[config.mk]
export PLATFORM = sky130hd
export DESIGN_NAME = meas_result_fifo
export DESIGN_NICKNAME = d
export VERILOG_FILES = /design/src/rtl/meas_result_fifo.sv
export SDC_FILE = /design/constraint.sdc
export NUM_CORES = 2
export LEC_CHECK = 0
export ABC_CLOCK_PERIOD_IN_PS = 3800
export BUFFER_PORTS_ARGS = -buffer_cell sky130_fd_sc_hd__buf_4
export CAP_MARGIN = 20
export CELL_PAD_IN_SITES_DETAIL_PLACEMENT = 1
export CELL_PAD_IN_SITES_GLOBAL_PLACEMENT = 2
export CORE_ASPECT_RATIO = 0.6
export CORE_MARGIN = 8
export CORE_UTILIZATION = 40
export CTS_CLUSTER_DIAMETER = 30
export CTS_CLUSTER_SIZE = 28
export DETAILED_ROUTE_END_ITERATION = 16
export PLACE_DENSITY_LB_ADDON = 0.1
export SLEW_MARGIN = 30
export SYNTH_ARGS = -nofsm -noshare
export SYNTH_HDL_FRONTEND = slang
export SYNTH_SLANG_ARGS = --single-unit
[constraint.sdc]
create_clock -name clk -period 3.8 [get_ports clk]
set_clock_uncertainty 0.15 [all_clocks]
set_input_delay 0.76 -clock clk [delete_from_list [all_inputs] [get_ports clk]]
set_output_delay 0.76 -clock clk [all_outputs]
set_load 0.02 [all_outputs]
[src/rtl/meas_result_fifo.sv]
`default_nettype none
// ============================================================================
// meas_result_fifo : measurement record capture into a FWFT FIFO, with stats.
// Optional I/Q payload in the record: define MEAS_RESULT_IQ_EN.   Rev 1.0
// ============================================================================
module meas_result_fifo #(
  parameter int AW = 6,
  parameter int TW = 30
) (
  input  logic               clk,
  input  logic               reset,
  input  logic               done,
  input  logic signed [31:0] xacc,
  input  logic signed [31:0] yacc,
  input  logic               resultx,
  input  logic               resulty,
  input  logic               tsclear,
  input  logic               statclr,
  output logic [63:0]        rdata,
  output logic               rvalid,
  input  logic               rready,
  output logic [AW:0]        count,
  output logic               overflow,
  output logic [15:0]        dropped,
  output logic [31:0]        shots,
  output logic [31:0]        onesx,
  output logic [31:0]        onesy
);

  localparam int DEPTH = 1 << AW;
  localparam logic [AW:0] FULL_CNT = {1'b1, {AW{1'b0}}};
  localparam logic [AW:0] ONE_CNT  = {{AW{1'b0}}, 1'b1};
`ifdef MEAS_RESULT_IQ_EN
  localparam int RW = 64;
`else
  localparam int RW = 32;
`endif

  logic [TW-1:0] ts_q, ts_d, ts_now;
  logic          pend_q;
  logic [TW-1:0] tsl_q;
  logic [RW-1:0] rec;

  logic [RW-1:0] mem_q [DEPTH];
  logic [AW-1:0] wp_q, rp_q, rp_nxt;
  logic [AW:0]   count_q, count_d;
  logic [RW-1:0] head_q, head_d;
  logic          empty, full, pop, push, drop;

  logic          overflow_q;
  logic [15:0]   dropped_q, dropped_d;
  logic [31:0]   shots_q, shots_d, onesx_q, onesx_d, onesy_q, onesy_d;

  // A tsclear in the done cycle must already stamp that record with zero.
  assign ts_now = tsclear ? '0 : ts_q;
  assign ts_d   = tsclear ? '0 : ts_q + TW'(1);

`ifdef MEAS_RESULT_IQ_EN
  logic [15:0] xl_q, yl_q;
  logic        w_unused_lo;
  assign w_unused_lo = ^{xacc[15:0], yacc[15:0]};

  always_ff @(posedge clk) begin
    if (done) begin
      xl_q <= xacc[31:16];
      yl_q <= yacc[31:16];
    end
  end

  assign rec   = {xl_q, yl_q, tsl_q, resulty, resultx};
  assign rdata = head_q;
`else
  logic w_unused_iq;
  assign w_unused_iq = ^{xacc, yacc};
  assign rec   = {tsl_q, resulty, resultx};
  assign rdata = {32'h0, head_q};
`endif

  always_ff @(posedge clk) begin
    if (done) tsl_q <= ts_now;
  end

  assign empty  = (count_q == '0);
  assign full   = (count_q == FULL_CNT);
  assign pop    = !empty && rready;
  assign push   = pend_q && (!full || pop);
  assign drop   = pend_q && full && !pop;
  assign rp_nxt = rp_q + AW'(1);

  always_comb begin
    head_d = head_q;
    if (pop) begin
      if (count_q > ONE_CNT) head_d = mem_q[rp_nxt];
      else if (push)         head_d = rec;
    end else if (push && empty) begin
      head_d = rec;
    end
  end

  always_comb begin
    count_d   = count_q + (AW+1)'(push) - (AW+1)'(pop);
    dropped_d = dropped_q;
    if (drop && dropped_q != 16'hFFFF) dropped_d = dropped_q + 16'd1;
    shots_d = shots_q;
    onesx_d = onesx_q;
    onesy_d = onesy_q;
    // A clear in the stage-B cycle wins over counting that shot.
    if (statclr) begin
      shots_d = '0;
      onesx_d = '0;
      onesy_d = '0;
    end else if (pend_q) begin
      shots_d = shots_q + 32'd1;
      onesx_d = onesx_q + 32'(resultx);
      onesy_d = onesy_q + 32'(resulty);
    end
  end

  always_ff @(posedge clk) begin
    if (push) mem_q[wp_q] <= rec;
  end

  always_ff @(posedge clk) begin
    if (reset) begin
      ts_q       <= '0;
      pend_q     <= 1'b0;
      wp_q       <= '0;
      rp_q       <= '0;
      count_q    <= '0;
      head_q     <= '0;
      overflow_q <= 1'b0;
      dropped_q  <= '0;
      shots_q    <= '0;
      onesx_q    <= '0;
      onesy_q    <= '0;
    end else begin
      ts_q       <= ts_d;
      pend_q     <= done;
      count_q    <= count_d;
      head_q     <= head_d;
      dropped_q  <= dropped_d;
      shots_q    <= shots_d;
      onesx_q    <= onesx_d;
      onesy_q    <= onesy_d;
      if (push) wp_q <= wp_q + AW'(1);
      if (pop)  rp_q <= rp_nxt;
      if (drop) overflow_q <= 1'b1;
    end
  end

  assign rvalid   = !empty;
  assign count    = count_q;
  assign overflow = overflow_q;
  assign dropped  = dropped_q;
  assign shots    = shots_q;
  assign onesx    = onesx_q;
  assign onesy    = onesy_q;

endmodule
`default_nettype wire

==> out/metrics.yaml <==
commonest_cells_after_routing_fill_and_taps_aside: "sky130_fd_sc_hd__edfxtp_1, sky130_fd_sc_hd__mux4_2, sky130_fd_sc_hd__nand2_1"
crit_chain: "inv_1, ha_1, nand3b_1, or4_1, nand2_1, nor2_1, nand2_1, buf_4, nor2_4, buf_12"
max-clock-path-buffers: 4
vias: 48300
async_reset_ff_frac: 0
power.total_uw: 77800
io_buffers: 160
swShare: 0.260
initial_utilization: 0.403
cellLeakagePower_uw: 0.0361
synthesis.area_per_instance_um2: 18.9
ys_warn_count: 0
drt.antenna.violating_nets: 0
pwr-share-clk: 0.484
synth_top_area_share: 0.707
dp_hpwl_um: 164000
power.switching_uw: 20200
r2r-end: "mem_q[24][20]"
metal2_wl_um: 115000
setup_viol_count_final: 0
worst_r2r_path_depth: 10
max_cap_violations: 0
cts_made_buffers: 398
synth_cell_area_mm2: 0.0883
clk-insertion-delay-late_ns: 0.87
numClockSinks: 2273
first_global_vias: 49300
finalMaxSlewViolations: 0
final_hold_fails: 0
clk_root_buffer_cell: "sky130_fd_sc_hd__clkbuf_16"
cp_common_cell: "sky130_fd_sc_hd__nand2_1"
global_routing_usage_summed_across_all_routing_layers: 0.228
final_period_minus_worst_setup_slack_ns: 3.65
power.combinational.fraction: 0.160
worst-path-buf-inv: 3
clock.fmax_ghz: 0.274
synthesis.instances: 4676
grt_start_max_net_pins: 83
ys_top_cells_by_area: "sky130_fd_sc_hd__edfxtp_1, sky130_fd_sc_hd__mux4_2, sky130_fd_sc_hd__dfxtp_1"
intPower_uw: 57600
synth_cell_types: 64
critical_path_required_ns: 4.17
yosys.area.top_type: "sky130_fd_sc_hd__edfxtp_1"
route.top_layer_used: "met4"
tightestPinTransition_ns: 1.04
die-area_mm2: 0.237
first_iter_violations: 5618
vias_per_cell: 5.65
cts_htree_levels: 5
place_congestion: 0.820
power_frac_seq: 0.356
cp.arrival_ns: 4.02
post_route_cell_area_mm2: 0.110
chipHeight_um: 380
ys_dominant_reg_cell: "sky130_fd_sc_hd__edfxtp_1"
chip_width_um: 623
share_of_the_clock_period_used_by_the_worst_path_after_layout: 0.961
antenna_found_initial: 16
cts-resized-gates: 0
crit_slowest_cell: "sky130_fd_sc_hd__nor2_4"
area_growth_syn_to_layout_pct: 24.8
fin_nets: 5404
worstReg2RegStart: "count[4]"
clkTransAtPathRegs_ns: 0.05
final_core_utilization: 0.502
wire_length_of_the_first_global_routing_pass_um: 387000
peakVddDrop_mv: 0.410
worst_path_dominant_cell_family: "simple AND/OR/NAND/NOR gates"
drtPass1Iterations: 5
num_rows: 133
maxSlewHeadroom: 0.304
worst_setup_path_start_kind: "flop"
end_kind: "flop"
drive_gt1_frac: 0.318
worst_hold_path.num_cells: 4
io_pins: 257
commonest_non_fill_non_tap_cell_in_the_layout: "sky130_fd_sc_hd__edfxtp_1"
critical_path.max_stage_delay_ns: 0.56
power_per_cell_area_mw_per_mm2: 706
floorplan.core_area_mm2: 0.219
critical_path_class: "reg2reg"
totalNegativeSetupSlack_ns: 0
min_from: "rready"
avgRoutedWirePerCell_um: 32.2
ys_ff_latch: 2273
timing.hold.worst.class: "in2reg"
run_status: "completed"
number_of_enable_flip_flop_cells_after_synthesis: 2078
drt_total_wl_um: 276000
drt-met1-wl_um: 131000
cts_tree: "yes"
placed_cell_area_mm2: 0.0957
ys_seq_area_frac: 0.751
setup_repair_after_global_routing_missed_its_margin: "no"
met3_length_um: 24100
min_delay_worst_endpoint: "rp_q[2]"
drt_drc_violations_left: 0
globalRouteOverflowTotal: 0
path_max_fanout: 21
r2r_setup_slk_ns: 0.15
==> synthesized netlist by cell type (all sizes together), types with 24 or more instances <==
library cell / n
inv: 27
nor2: 227
buf: 179
nand2: 446
and3: 26
edfxtp: 2078
o2111ai: 29
nand4: 69
nand3: 296
xor2: 85
dfxtp: 195
mux4: 527
xnor2: 50
a21oi: 28
mux2i: 27
clkbuf: 104
a31oi: 37
or3: 24
nor3b: 34
nor2b: 34
==> worst reg2reg max path, cell delays in order (launching register included) <==
cell	delay [ns]
sky130_fd_sc_hd__dfxtp_1	0.35
sky130_fd_sc_hd__inv_1	0.11
sky130_fd_sc_hd__ha_1	0.26
sky130_fd_sc_hd__nand3b_1	0.13
sky130_fd_sc_hd__or4_1	0.30
sky130_fd_sc_hd__nand2_1	0.28
sky130_fd_sc_hd__nor2_1	0.43
sky130_fd_sc_hd__nand2_1	0.17
sky130_fd_sc_hd__buf_4	0.24
sky130_fd_sc_hd__nor2_4	0.56
sky130_fd_sc_hd__buf_12	0.33
==> worst max-delay path by stage <==
stage | slack (ns) | end | depth (start not counted) | from
final | 0.15 | mem_q[24][20] | 10 | count[4]
after global routing | 0.02 | mem_q[17][31] | 11 | count[4]
after CTS | 0.009 | mem_q[8][29] | 10 | count[4]
after detailed placement | -0.09 | mem_q[19][23] | 8 | rready
after global placement | -0.12 | mem_q[3][14] | 8 | rready
after floorplan | 0.23 | mem_q[61][0] | 8 | count[4]
==> logic make-up (layout without fill, tap and decap cells) <==
logic type,after synthesis,count (layout),share of synthesized area
compound gates,147,147,0.0114
xor+xnor,135,135,0.0135
fa+ha+maj,23,23,0.00334
buf+inv,310,1252,0.0172
flops,2273,2273,0.751
mux,559,559,0.138
other cells,1,35,0.0000425
simple gates,1228,1231,0.0655
==> flip-flops by register name (all words and copies together), names as in the netlist <==
name and flops:
count 7, dropped 16, head_q 32, mem_q 2048, onesx 32, onesy 32
overflow 1, pend_q 1, rp_q 6, shots 32, ts_q 30, tsl_q 30
wp_q 6
==> layout make-up <==
cell class | count | area [um2]
Timing Repair Buffer | 482 | 4780
Clock buffer | 448 | 10500
Antenna cell | 3 | 7.51
Tap cell | 2902 | 3630
Inverter | 27 | 101
Fill cell | 19900 | 109000
Multi-Input combinational cell | 2127 | 21200
Clock inverter | 295 | 3720
Sequential cell | 2273 | 66300
==> per-stage QoR <==
step | std cells | hold slack (ns) | setup slack (ns)
after floorplan | 4707 | 0.295 | 0.231
after global placement | 7763 | 0.315 | -0.122
after detailed placement | 7785 | 0.327 | -0.0950
after CTS | 8536 | 0.0975 | 0.00881
after global routing | 8554 | 0.139 | 0.0191
final | 8557 | 0.164 | 0.149
==> routing by layer <==
layer	global-route usage	vias to the layer above
li1	-	20100
met1	0.360	26100
met2	0.318	1736
met3	0.0555	308
met4	0.0458	0
met5	0	-
==> what timing repair did <==
item / CTS / global route
endpoints found under the setup margin: 42 / 65
hold buffers: 0 / 0
buffers inserted: 7 / 12
pin swaps: 5 / 5
gates cloned: 1 / 2
==> power groups by stage <==
stage	logic, uW	registers (uW)	clock network, uW
after floorplan	8020	28400	0
after global routing	13300	27700	39200
after global placement	12400	28200	0
final	12500	27700	37600
after CTS	12600	27700	38200
after detailed placement	12500	28200	0
Note: power is estimated with default switching activity, not from simulation.
